$ cat config.mk
export PLATFORM = sky130hd
export DESIGN_NAME = gpio_reset_debouncer
export DESIGN_NICKNAME = d
export VERILOG_FILES = /design/src/rtl/gpio_reset_debouncer.sv
export SDC_FILE = /design/constraint.sdc
export NUM_CORES = 1
export LEC_CHECK = 0
export CAP_MARGIN = 25
export CORE_MARGIN = 2
export CORE_UTILIZATION = 30
export CTS_BUF_LIST = sky130_fd_sc_hd__clkbuf_8
export DETAILED_ROUTE_END_ITERATION = 10
export SYNTH_ARGS = -nofsm -noshare
export SYNTH_HDL_FRONTEND = slang
export SYNTH_SLANG_ARGS = --single-unit
$ cat constraint.sdc
create_clock -name clock -period 2.8 [get_ports clock]
set_clock_uncertainty 0.15 [all_clocks]
set_input_delay 0.56 -clock clock [delete_from_list [all_inputs] [get_ports clock]]
set_output_delay 0.56 -clock clock [all_outputs]
set_load 0.01 [all_outputs]
$ cat src/rtl/gpio_reset_debouncer.sv
// rtl/gpio_reset_debouncer.sv - push-button reset synchroniser, debouncer and SoC reset sequencer
// Turns the raw active-low button into a clean, minimum-width active-high SoC reset.

module gpio_reset_debouncer #(
   parameter int SYNC_STAGES       = 2,
   parameter int DEBOUNCE_CYCLES   = 1000000,
   parameter int RESET_HOLD_CYCLES = 16,
   parameter int POR_CYCLES        = 64
) (
   input  logic       clock,
   input  logic       resetn,
   input  logic       btn_raw,
   output logic       soc_reset,
   output logic       btn_level,
   output logic       press_pulse,
   output logic [7:0] reset_count
);

   localparam int CNT_W    = $clog2(DEBOUNCE_CYCLES);
   localparam int HOLD_MAX = (POR_CYCLES > RESET_HOLD_CYCLES) ? POR_CYCLES : RESET_HOLD_CYCLES;
   localparam int HOLD_W   = $clog2(HOLD_MAX + 1);

   localparam logic [CNT_W-1:0]  CNT_LAST  = CNT_W'(DEBOUNCE_CYCLES - 1);
   localparam logic [HOLD_W-1:0] HOLD_POR  = HOLD_W'(POR_CYCLES);
   localparam logic [HOLD_W-1:0] HOLD_BTN  = HOLD_W'(RESET_HOLD_CYCLES - 1);

   typedef enum logic [1:0] {
      ST_POR,
      ST_RUN,
      ST_ASSERT,
      ST_WAIT_RELEASE
   } state_t;

   logic [SYNC_STAGES-1:0] sync_q;
   logic                   sync_s;
   logic [CNT_W-1:0]       db_cnt;
   logic                   commit;
   logic                   fall;
   logic                   rise;
   logic                   level_next;
   state_t                 state;
   logic [HOLD_W-1:0]      hold;

   // Plain flop chain; the last stage is the only one the logic looks at.
   always_ff @(posedge clock or negedge resetn) begin
      if (!resetn) begin
         sync_q <= '1;
      end else begin
         sync_q <= {sync_q[SYNC_STAGES-2:0], btn_raw};
      end
   end

   assign sync_s     = sync_q[SYNC_STAGES-1];
   assign commit     = (sync_s != btn_level) && (db_cnt == CNT_LAST);
   assign fall       = commit && btn_level;
   assign rise       = commit && !btn_level;
   assign level_next = commit ? sync_s : btn_level;

   always_ff @(posedge clock or negedge resetn) begin
      if (!resetn) begin
         db_cnt    <= '0;
         btn_level <= 1'b1;
      end else if (sync_s == btn_level) begin
         db_cnt <= '0;
      end else if (commit) begin
         db_cnt    <= '0;
         btn_level <= sync_s;
      end else begin
         db_cnt <= db_cnt + 1'b1;
      end
   end

   // Hold-expiry exits look at level_next so a press committed on the exit
   // edge itself still lands in WAIT_RELEASE instead of slipping into RUN.
   always_ff @(posedge clock or negedge resetn) begin
      if (!resetn) begin
         state       <= ST_POR;
         hold        <= HOLD_POR;
         soc_reset   <= 1'b1;
         press_pulse <= 1'b0;
         reset_count <= 8'd0;
      end else begin
         press_pulse <= 1'b0;
         case (state)
            ST_POR, ST_ASSERT: begin
               if (hold == '0) begin
                  if (!level_next) begin
                     state     <= ST_WAIT_RELEASE;
                     soc_reset <= 1'b1;
                  end else begin
                     state     <= ST_RUN;
                     soc_reset <= 1'b0;
                  end
               end else begin
                  hold      <= hold - 1'b1;
                  soc_reset <= 1'b1;
               end
            end
            ST_RUN: begin
               if (fall) begin
                  state       <= ST_ASSERT;
                  hold        <= HOLD_BTN;
                  soc_reset   <= 1'b1;
                  press_pulse <= 1'b1;
                  if (reset_count != 8'hFF) begin
                     reset_count <= reset_count + 8'd1;
                  end
               end else begin
                  soc_reset <= 1'b0;
               end
            end
            ST_WAIT_RELEASE: begin
               if (rise) begin
                  state     <= ST_RUN;
                  soc_reset <= 1'b0;
               end else begin
                  soc_reset <= 1'b1;
               end
            end
            default: begin
               state     <= ST_POR;
               hold      <= HOLD_POR;
               soc_reset <= 1'b1;
            end
         endcase
      end
   end

endmodule
# Word level (Yosys, flattened, before mapping)
# Cells that the tools add are included.
# Widths: inputs -> output; s select.
# word_totals
output_inout_bits	11
regBits	42
word_cells	50
inputBits	3
# classes
mux	17
eq_ne	11
n_addsub	3
reduce_logical	11
# op_table
cell	count
$mux 20	2
$add 20x1->20 const B	1
$eq 20x20->1 const B	1
$mux 7	2
$pmux 7 s2	1
$reduce_and 3->1	3
$add 8x1->8 const B	1
$mux 2	4
$ne 2x2->1 const B	4
$ne 8x8->1 const B	1
$logic_not 7->1	1
$sub 7x1->7 const B	1
$mux 1	6
$pmux 2 s3	1
$eq 2x2->1 const B	2
$logic_and 1x1->1	3
$pmux 1 s3	1
$eq 2x1->1 const B	1
$logic_not 2->1	1
$reduce_bool 2->1	1
$reduce_or 2->1	1
$eq 1x1->1	1
$logic_not 1->1	1
$ne 1x1->1	1

# Depth between registers and ports, before layout
# depth
depth_word	6
ltp_mapped	7
depth_no_buf	6

# Worst setup path after synthesis
# No wires, ideal clock.
# synth_path
path_type	reg2reg
startpoint	register db_cnt[8]
endpoint	register reset_count[1]
required_time_ns	2.525
path_stages_with_launch	6
path_slack_ns	0.359
n_path_buf	0
setup_time_ns	0.125
synth_period_minus_slack_ns	2.441
t_arrival_ns	2.166
cell_sequence	dfrtp_1 > or4b_1 > or4_4 > nor3_4 > and2b_1 > mux2_2
# synth_between
elab_chain_cells	4
# synth_lines
element	line	text
from (decl)	36	logic [CNT_W-1:0] db_cnt;
from (signal assigned)	69	db_cnt <= db_cnt + 1'b1;
$eq 20x20->1	54	assign commit = (sync_s != btn_level) && (db_cnt == CNT_LAST);
$logic_and 1x1->1	54	
$logic_and 1x1->1	55	assign fall = commit && btn_level;
$reduce_and 3->1 (no source line)	--	
to (signal assigned)	106	reset_count <= reset_count + 8'd1;
to (decl)	16	output logic [7:0] reset_count
# Every way passes these cells.
# A chain may end at the register's enable or synchronous reset.

# Worst setup path after layout
# Same ends and word-level chain as after synthesis.

==> results by group <==
Outcome
  – Status: finished clean

Die
  – Die width: 86.1 um
  – Die footprint: 7420 sq um
  – Top Ports: 14
  – Cell row count: 29
  – Area of the core: 6420 sq um
  – Initial Util: 0.315
  – Die height: 86.1 um

Finish
  – FILL cells: 633
  – Area of the multi-input gates: 936 sq um
  – Signed area change from the synthesized netlist to the final layout: 18.2%
  – Leading cell type in the layout, fill and taps excluded: dfrtp_1
  – Count of antenna diodes in the layout: 0
  – Fraction of final layout cells sized beyond drive strength 1: 0.119
  – Final Net Count: 224
  – FF+latch area: 1060 sq um
  – Most frequent cells in the layout: dfrtp_1, nor2_1, xor2_1

Detailed routing
  – Routed wire length per instance: 12.0 um
  – Residual DRC: 0
  – Initial DRC Count: 82
  – Count of TritonRoute iterations in the first routing pass: 4
  – Via density: 4.95
  – Drt total wl: 3540 um
  – Post-detailed-route count of antenna-violating nets: 0
  – Total vias in the final route: 1,461

Logic synthesis
  – Yosys Warn Count: 0
  – Number of flops mapped to enable cells by yosys: 0
  – Proportion of synthesized chip area in sequential cells: 0.522
  – Cell types occupying the most area after synthesis: dfrtp_1, dfstp_2, xor2_1
  – Flops & latches, synth: 42
  – Netlist cell types: 35
  – Post-synth top area cell: dfrtp_1
  – Netlist area before placement: 2020 sq um
  – Fraction of registers with async set or reset after synthesis: 1.00
  – Mapped Avg Cell Area: 10.4 sq um
  – Fraction of post-synthesis cell area in the top cell type by area: 0.457
  – Mapped Cells: 195
  – Primary FF master, synth: dfrtp_1
  – Post-Syn Nets: 202

Setup path
  – Kind of end point of the critical path: flip-flop
  – Critical path peak fanout: 8
  – Worst path arrival time: 2660 ps
  – Worst Setup Path Type: flip-flop to flip-flop
  – Top cell family by delay on the critical path: simple AND/OR/NAND/NOR gates
  – Crit-path cells: or4b_1 -> or4_4 -> nor3_4 -> and2b_1 -> mux2_2
  – Buffers & Inverters on Critical Path: 0
  – Data required time at the worst endpoint: 2820 ps
  – Critical-path cell with the highest stage delay: or4b_1
  – Worst path max stage delay: 550 ps
  – Startpoint types: flip-flop

STA
  – Total negative slack for setup checks: 0 ps
  – Peak Freq: 379 MHz
  – RSZ-0062 raised after global routing: no
  – Relative max-transition margin: 0.440
  – Final cycle utilization of the critical path: 0.942
  – Finish-stage setup viols: 0
  – Worst setup margin: 161 ps
  – Slew at the pin closest to its max-slew limit: 832 ps
  – Final critical delay including setup and external delays: 2640 ps
  – Max-slew violation count: 0
  – Final hold violation count: 0

GRT
  – Global route total overflow: 0
  – Total global routing track utilization: 0.106
  – Number of antenna violations at the first check in global routing: 0
  – Via count of the first global-routing pass: 1,401
  – Pin count of the biggest net entering global routing: 43
  – Global-route wire length before repair: 6390 um

Min path
  – Type of the most critical hold path: input pin to async pin

Clock tree
  – # hold bufs at CTS: 0
  – Number of CTS-inserted buffers: 5
  – Clock tree from TritonCTS: done
  – Count of instances resized after the clock tree is built: 0
  – # Post-CTS Setup Buffers: 0
  – Cell chosen for the clock root: clkbuf_8
  – CTS H-tree depth: 2
  – Maximum clock insertion buffer count: 2
  – Clock input transition at the sequential cells of the worst setup and hold paths: 80 ps
  – Clock sinks: 42
  – Clock latency on the worst-skew pair: 290 ps

Pwr
  – Standby leakage power: 1.00 nW
  – Cell Pwr Density: 462 nW/um^2
  – Maximum vdd drop: 325 uV

Placement
  – Post-placement setup slack: 172 ps
  – Port buffer count: 13
  – DP HPWL: 2510 um
  – GPL Wtd Cong: 0.765

Job
  – Count of max-cap constraint violations: 0
-- report_power, final --
group	internal, mW	switching, mW	leakage (nW)
combinational	0.00959	0.0186	0.387
clock	0.262	0.197	0.0579
sequential	0.613	0.00489	0.556
-- layer usage --
layer  GRT usage  up-vias  share of wire
met3      0.0298        4          0.035
met2       0.151       32           0.44
met1       0.153      696           0.51
li1            -      729              -
met5           0        -              0
met4      0.0418        0          0.012
-- sequential cells by signal, indices dropped and copies added (netlist names) --
register and cells:
btn_level 1, reset_count 8, press_pulse 1, sync_q 2, state 2, hold 7
soc_reset 1, db_cnt 20
-- layout make-up --
type                    count  share of cell area
multi-input cells         145               0.391
clock inverters             3              0.0167
well taps                  77              0.0403
inverters                   5             0.00785
flip-flops and latches     42               0.442
clock buffers               5              0.0288
repair buffers             18              0.0732
-- kinds of logic after synthesis --
| kind of cell | after synthesis | share of synthesized area |
|---|---|---|
| muxes | 5 | 0.0278 |
| and+or+nand+nor | 96 | 0.255 |
| xor gates and xnor gates | 25 | 0.108 |
| buffers and inverters | 8 | 0.0155 |
| AOI/OAI and AO/OA | 15 | 0.0470 |
| adders and majority gates | 4 | 0.0247 |
| DFF | 42 | 0.522 |
-- cell usage after synthesis, types with 2 or more instances --
library cell / instances
and3_1: 6
nand2b_1: 2
nand2_1: 11
nor4_1: 5
and4_1: 2
nand3b_1: 3
inv_1: 5
o31ai_1: 3
xor2_1: 15
dfstp_2: 5
a21oi_1: 6
nand4_1: 9
nor3_1: 6
nor2_1: 29
clkbuf_1: 2
mux2_2: 5
nor2b_1: 2
ha_1: 4
xnor2_1: 10
dfrtp_1: 37
a31oi_1: 3
nand3_1: 12
-- final timing paths --
path,from,endpoint,slack (ps),depth (start not counted)
min in group clock,sync_q[0]$_DFF_PN1_,sync_q[1]$_DFF_PN1_,210,0
worst min-delay path,resetn,reset_count[6]$_DFFE_PN0P_,80,2
worst min register to register,sync_q[0]$_DFF_PN1_,sync_q[1]$_DFF_PN1_,210,0
worst max-delay path,db_cnt[8]$_DFF_PN0_,reset_count[1]$_DFFE_PN0P_,160,5
worst max register to register,db_cnt[8]$_DFF_PN0_,reset_count[1]$_DFFE_PN0P_,160,5
max in group asynchronous,resetn,sync_q[1]$_DFF_PN1_,2160,2
-- metrics by stage --
| step | cells | total power [mW] | cell area, sq um | util | hold WS (ps) |
|---|---|---|---|---|---|
| after floorplan | 195 | 0.637 | 2020 | - | 114 |
| after global placement | 286 | 0.655 | 2260 | 0.352 | 196 |
| after detailed placement | 286 | 0.655 | 2260 | 0.352 | 200 |
| after CTS | 294 | 1.12 | 2370 | 0.369 | 211 |
| after global routing | 295 | 1.16 | 2390 | 0.372 | 87.5 |
| final | 295 | 1.11 | 2390 | 0.372 | 79.5 |
Note: power is estimated with default switching activity, not from simulation.
